--- config.mk ---
export PLATFORM = sky130hd
export DESIGN_NAME = bcd_seg_driver
export DESIGN_NICKNAME = d
export VERILOG_FILES = /design/src/rtl/bcd_seg_driver.sv
export SDC_FILE = /design/constraint.sdc
export NUM_CORES = 1
export LEC_CHECK = 0
export CAP_MARGIN = 0
export CORE_MARGIN = 3
export CORE_UTILIZATION = 53
export CTS_BUF_LIST = sky130_fd_sc_hd__clkbuf_2
export CTS_CLUSTER_DIAMETER = 30
export DETAILED_ROUTE_END_ITERATION = 8
export PLACE_DENSITY = 0.82
export SETUP_SLACK_MARGIN = 0.5
export SYNTH_ARGS = -nofsm -noshare
export SYNTH_HDL_FRONTEND = slang
export SYNTH_SLANG_ARGS = --single-unit
--- constraint.sdc ---
create_clock -name clk -period 2.3 [get_ports clk]
set_clock_uncertainty 0.1 [all_clocks]
set_input_delay 0.46 -clock clk [delete_from_list [all_inputs] [get_ports clk]]
set_output_delay 0.46 -clock clk [all_outputs]
set_load 0.01 [all_outputs]
--- src/rtl/bcd_seg_driver.sv ---
// =============================================================================
// bcd_seg_driver : BCD digit to 7-segment driver with terminal-count tracking.
// Optional blink of the terminal 9 when BCD_SEG_BLINK_EN is defined.
// Rev 1.0
// =============================================================================
`default_nettype none

module bcd_seg_driver #(
    parameter int BLINK_DIV = 8
) (
    input  logic       clk,
    input  logic       rst,
    input  logic [3:0] q,
    output logic [6:0] seg,
    output logic       done,
    output logic [7:0] run_count,
    output logic       err,
    output logic [1:0] state
);

    typedef enum logic [1:0] {
        S_IDLE  = 2'd0,
        S_COUNT = 2'd1,
        S_TERM  = 2'd2,
        S_FAULT = 2'd3
    } state_t;

    localparam logic [6:0] C_SEG_ZERO = 7'b0111111;
    localparam logic [6:0] C_SEG_NINE = 7'b1101111;
    localparam logic [6:0] C_SEG_DASH = 7'b1000000;

    if (BLINK_DIV < 1 || BLINK_DIV > 255) begin : g_bad_blink_div
        $error("bcd_seg_driver: BLINK_DIV out of range 1..255");
    end

    logic [3:0] r_q;
    logic [3:0] r_qq;
    state_t     r_state;
    state_t     w_next;
    logic       w_done;
    logic [6:0] w_term_seg;

    function automatic logic [6:0] f_decode(input logic [3:0] d);
        case (d)
            4'd0:    f_decode = 7'b0111111;
            4'd1:    f_decode = 7'b0000110;
            4'd2:    f_decode = 7'b1011011;
            4'd3:    f_decode = 7'b1001111;
            4'd4:    f_decode = 7'b1100110;
            4'd5:    f_decode = 7'b1101101;
            4'd6:    f_decode = 7'b1111101;
            4'd7:    f_decode = 7'b0000111;
            4'd8:    f_decode = 7'b1111111;
            4'd9:    f_decode = 7'b1101111;
            default: f_decode = C_SEG_DASH;
        endcase
    endfunction

    always_comb begin
        w_next = S_FAULT;
        if (r_state != S_FAULT) begin
            if (r_q == 4'd0)      w_next = S_IDLE;
            else if (r_q <= 4'd8) w_next = S_COUNT;
            else if (r_q == 4'd9) w_next = S_TERM;
            else                  w_next = S_FAULT;
        end
    end

    // Rising edge of 9 on the pipeline, suppressed once faulted.
    assign w_done = (r_q == 4'd9) && (r_qq != 4'd9) && (r_state != S_FAULT);

`ifdef BCD_SEG_BLINK_EN
    localparam logic [7:0] C_BLINK_LAST = 8'(BLINK_DIV - 1);

    logic [7:0] r_blink_cnt;
    logic       r_blink_on;
    logic [7:0] w_blink_cnt_nxt;
    logic       w_blink_on_nxt;

    // Counter/phase restart whenever TERM is (re)entered or left.
    always_comb begin
        w_blink_cnt_nxt = 8'd0;
        w_blink_on_nxt  = 1'b1;
        if (w_next == S_TERM && r_state == S_TERM) begin
            if (r_blink_cnt == C_BLINK_LAST) begin
                w_blink_on_nxt = ~r_blink_on;
            end else begin
                w_blink_cnt_nxt = r_blink_cnt + 8'd1;
                w_blink_on_nxt  = r_blink_on;
            end
        end
    end

    always_ff @(posedge clk) begin
        if (rst) begin
            r_blink_cnt <= 8'd0;
            r_blink_on  <= 1'b1;
        end else begin
            r_blink_cnt <= w_blink_cnt_nxt;
            r_blink_on  <= w_blink_on_nxt;
        end
    end

    assign w_term_seg = w_blink_on_nxt ? C_SEG_NINE : 7'b0000000;
`else
    assign w_term_seg = C_SEG_NINE;
`endif

    always_ff @(posedge clk) begin
        if (rst) begin
            r_q       <= 4'd0;
            r_qq      <= 4'd0;
            r_state   <= S_IDLE;
            seg       <= C_SEG_ZERO;
            done      <= 1'b0;
            run_count <= 8'd0;
            err       <= 1'b0;
        end else begin
            r_q     <= q;
            r_qq    <= r_q;
            r_state <= w_next;
            done    <= w_done;
            if (w_done && run_count != 8'hFF) begin
                run_count <= run_count + 8'd1;
            end
            if (w_next == S_FAULT) begin
                err <= 1'b1;
            end
            case (w_next)
                S_FAULT: seg <= C_SEG_DASH;
                S_TERM:  seg <= w_term_seg;
                default: seg <= f_decode(r_q);
            endcase
        end
    end

    assign state = r_state;

endmodule

`default_nettype wire

==> impl_results.md <==
* 1st-iter DRT viols at 14
* Max clock buf depth at 2
* Clock buffer count from CTS at 5
* Clk root buf: clkbuf_2
* CTS tree: built
* Max cap viols at 0
* Area grow syn2layout at 27.1%
* Worst-path clk slew at roughly 0.17 ns
* Ant diodes at 0
* Logic pwr share at 0.108
* Post-synthesis async set-or-reset flop share at 0
* Yosys top cell area share at 0.486
* Internal at between 800 and 900 µW
* Die area at between 3000 and 4000 µm²
* WHS Endpoint: seg[4]
* Initial antenna violation count at 0
* Net Sw Frac at 0.244
* Met3 routed WL at approximately 140 µm
* Critical path arrival at 1.97 ns
* # IOs at 25
* Leak at slightly below 0.0008 µW
* Finish-stage setup viols at 0
* Setup tns final at 0 ns
* CTS Sinks at 34
* Reg-to-reg slack, setup at ~0.57 ns
* Synth Net Count at about 160
* Worst slew pin tran at roughly 0.34 ns
* Count of final hold-check violations at 0
* Global route overflow at 0
* Most frequent cells in the layout: 24 x dfxtp_1, 19 x dlygate4sd2_1, 12 x a21oi_1
* Worst hold margin at approximately 0.35 ns
* Worst r2r src: state[0]
* Crit path kind: input pin to register
* Seq cells post-synth at 34
* Vias after detailed routing at 1,127
* Clk_lat worst skew at between 0.3 and 0.4 ns
* Via-to-Cell Ratio at 5.44
* Multi-input logic area at 668 µm²
* Critical Path Sink Type: register
* Run status: complete, no violations
* Synth area leader: dfxtp_1
* Number of fillers in the final layout at between 200 and 250
* Post-Syn Instances at around 140
* Final period utilization at 0.768
* Design area at around 1800 µm²
* Post-synth cell types at 37
* Netlist Area Pre-Place at 1400 µm²
* Bufs and invs on worst path at 2
* Commonest non-fill, non-tap cell in the layout: dfxtp_1
* Design Power at about 1100 µW
* FP Rows at 18
* Slack of the critical path at roughly 0.53 ns
* CP startpoint kind: input pin
* Switching power at around 280 µW
* Die height at roughly 57 µm
* Max VDD drop at a little over 0.6 mV
* Synth warn at 0
* Share of the yosys chip area belonging to registers at 0.486
* Rel. slew slack at 0.772
* M1 wire length at about 1.1 mm
* H-tree lvl count at 2
* Worst reg2reg path endpoint: run_count[6]
* Slowest CP cell: clkdlybuf4s50_1
* Post-DP Area at 1650 µm²
* R2R cell count at 4
* HP Class: register to register
* Worst EP required at 2.50 ns
* Gr usage total at 0.181
* Nets@finish at ~190
* Crit path time final at ~1.8 ns
* Starting density of the core at 0.561
* Layout cells sized above 1 at 0.215
* Met2 wire len at about 1.4 mm
* Top routing layer in use: met4
* Setup WS pre-CTS at between 0.03 and 0.04 ns
* Clk pwr share at 0.335
* Register area at 701 µm²
* Slowest stage delay, CP at approximately 0.50 ns
* Largest net degree at the start of global routing at 30
* Worst path top cell family by delay: buffers and inverters
* Die Wd at 57.4 µm
* Leading post-synthesis cells by cell area: dfxtp_1 49%, ha_1 6.3%, a21oi_1 4.6%
* Reg power frac at 0.557
* Number of global-route vias before repair at about 1,100
* WHS Path Cells at 1
* Number of synthesized flops with an enable pin at 0
* Syn avg cell area at approximately 10 µm²
* Synth Flop Type: dfxtp_1
* P per Cell Area at approximately 640 nW/µm²
* HPWL after DPL at 1.95 mm
* Crit-path cells: clkdlybuf4s50_1, nor2b_4, inv_2, ha_1, a211oi_1, a21oi_1, or2_2
* DRC Markers at 0
* Antenna viol nets, final at 0
* Gpl congestion at ~0.90
* Fmax at 566 MHz
* RSZ-0062 raised after global routing: true
* Placeable Area at between 2000 and 2500 µm²
* Routed Wire Length at 2.68 mm
* Slew Limit Fails at 0
* DR WL/cell at ~13 µm
* First-pass GRT wire length at roughly 4.5 mm
* Crit Path Max Fanout at 4
* Port bufs at 24
* Router iterations before antenna repair at 4
worst max-delay path by stage:
stage,endpoint,slack [ns],startpoint,depth (start not counted)
after floorplan,register,0.52,rst,7
after global placement,register,0.11,q[0],7
after detailed placement,register,0.03,q[0],7
after CTS,register,0.51,q[0],7
after global routing,run_count[4],0.47,state[0],4
final,register,0.53,q[0],7
logic make-up (layout without fill, tap and decap cells):
logic type,Yosys count,in the layout,synth area share
multiplexers,1,1,0.00714
buffers and inverters,14,48,0.0527
flip-flops,34,34,0.486
adder cells (fa/ha/maj),7,7,0.0625
AO/OA/AOI/OAI,43,43,0.202
XOR/XNOR,1,1,0.00625
AND/OR/NAND/NOR,43,43,0.184
layout make-up:
class                      instances  area share
sequential                        34       0.394
clock buffer                       5      0.0141
timing repair buffer              32       0.157
multi-input combinational         95       0.375
tap                               30      0.0211
clock inverter                     3      0.0225
inverter                           8      0.0169
metrics by stage:
step | instances | util
2_1_floorplan | 143 | -
3_3_place_gp | 193 | 0.661
3_5_place_dp | 193 | 0.661
4_1_cts | 206 | 0.703
5_1_grt | 207 | 0.712
6_report | 207 | 0.712
routing by layer:
layer / vias to the layer above / global-route usage
li1: 568 / -
met4: 0 / 0.0795
met5: - / 0
met2: 22 / 0.344
met3: 7 / 0.0747
met1: 530 / 0.165
power groups by stage:
stage               registers [µW]  clock network, µW  logic, µW
floorplan                      656                  0       69.7
global placement               649                  0        125
detailed placement             650                  0        129
CTS                            634                386        122
global route                   639                412        136
finish                         634                381        123
worst reg2reg max path, stage by stage, from the launching register on:
cell and delay [ns]:
dfxtp_2 0.38, a211oi_4 0.33, nand3_4 0.17, or4_1 0.48, and3b_1 0.19
timing repair:
action                                  4_1_cts  5_1_grt
hold buffers                                  0        0
gates resized for setup                      33        5
pin swaps                                     0        1
buffers inserted                              5        1
endpoints found under the setup margin       21       15
Yosys cell counts (all sizes together) (2+ instances only):
library cell	instances
or2	2
nand2	2
or4	2
o22a	2
a21o	8
nor2b	8
nand4	2
and2	2
dfxtp	34
nand2b	4
o21a	2
nand3	4
ha	7
nor2	8
buf	2
o31ai	3
o21ai	10
clkbuf	4
a211oi	2
a21oi	13
or3	5
and3	2
inv	8
Note: power is estimated with default switching activity, not from simulation.
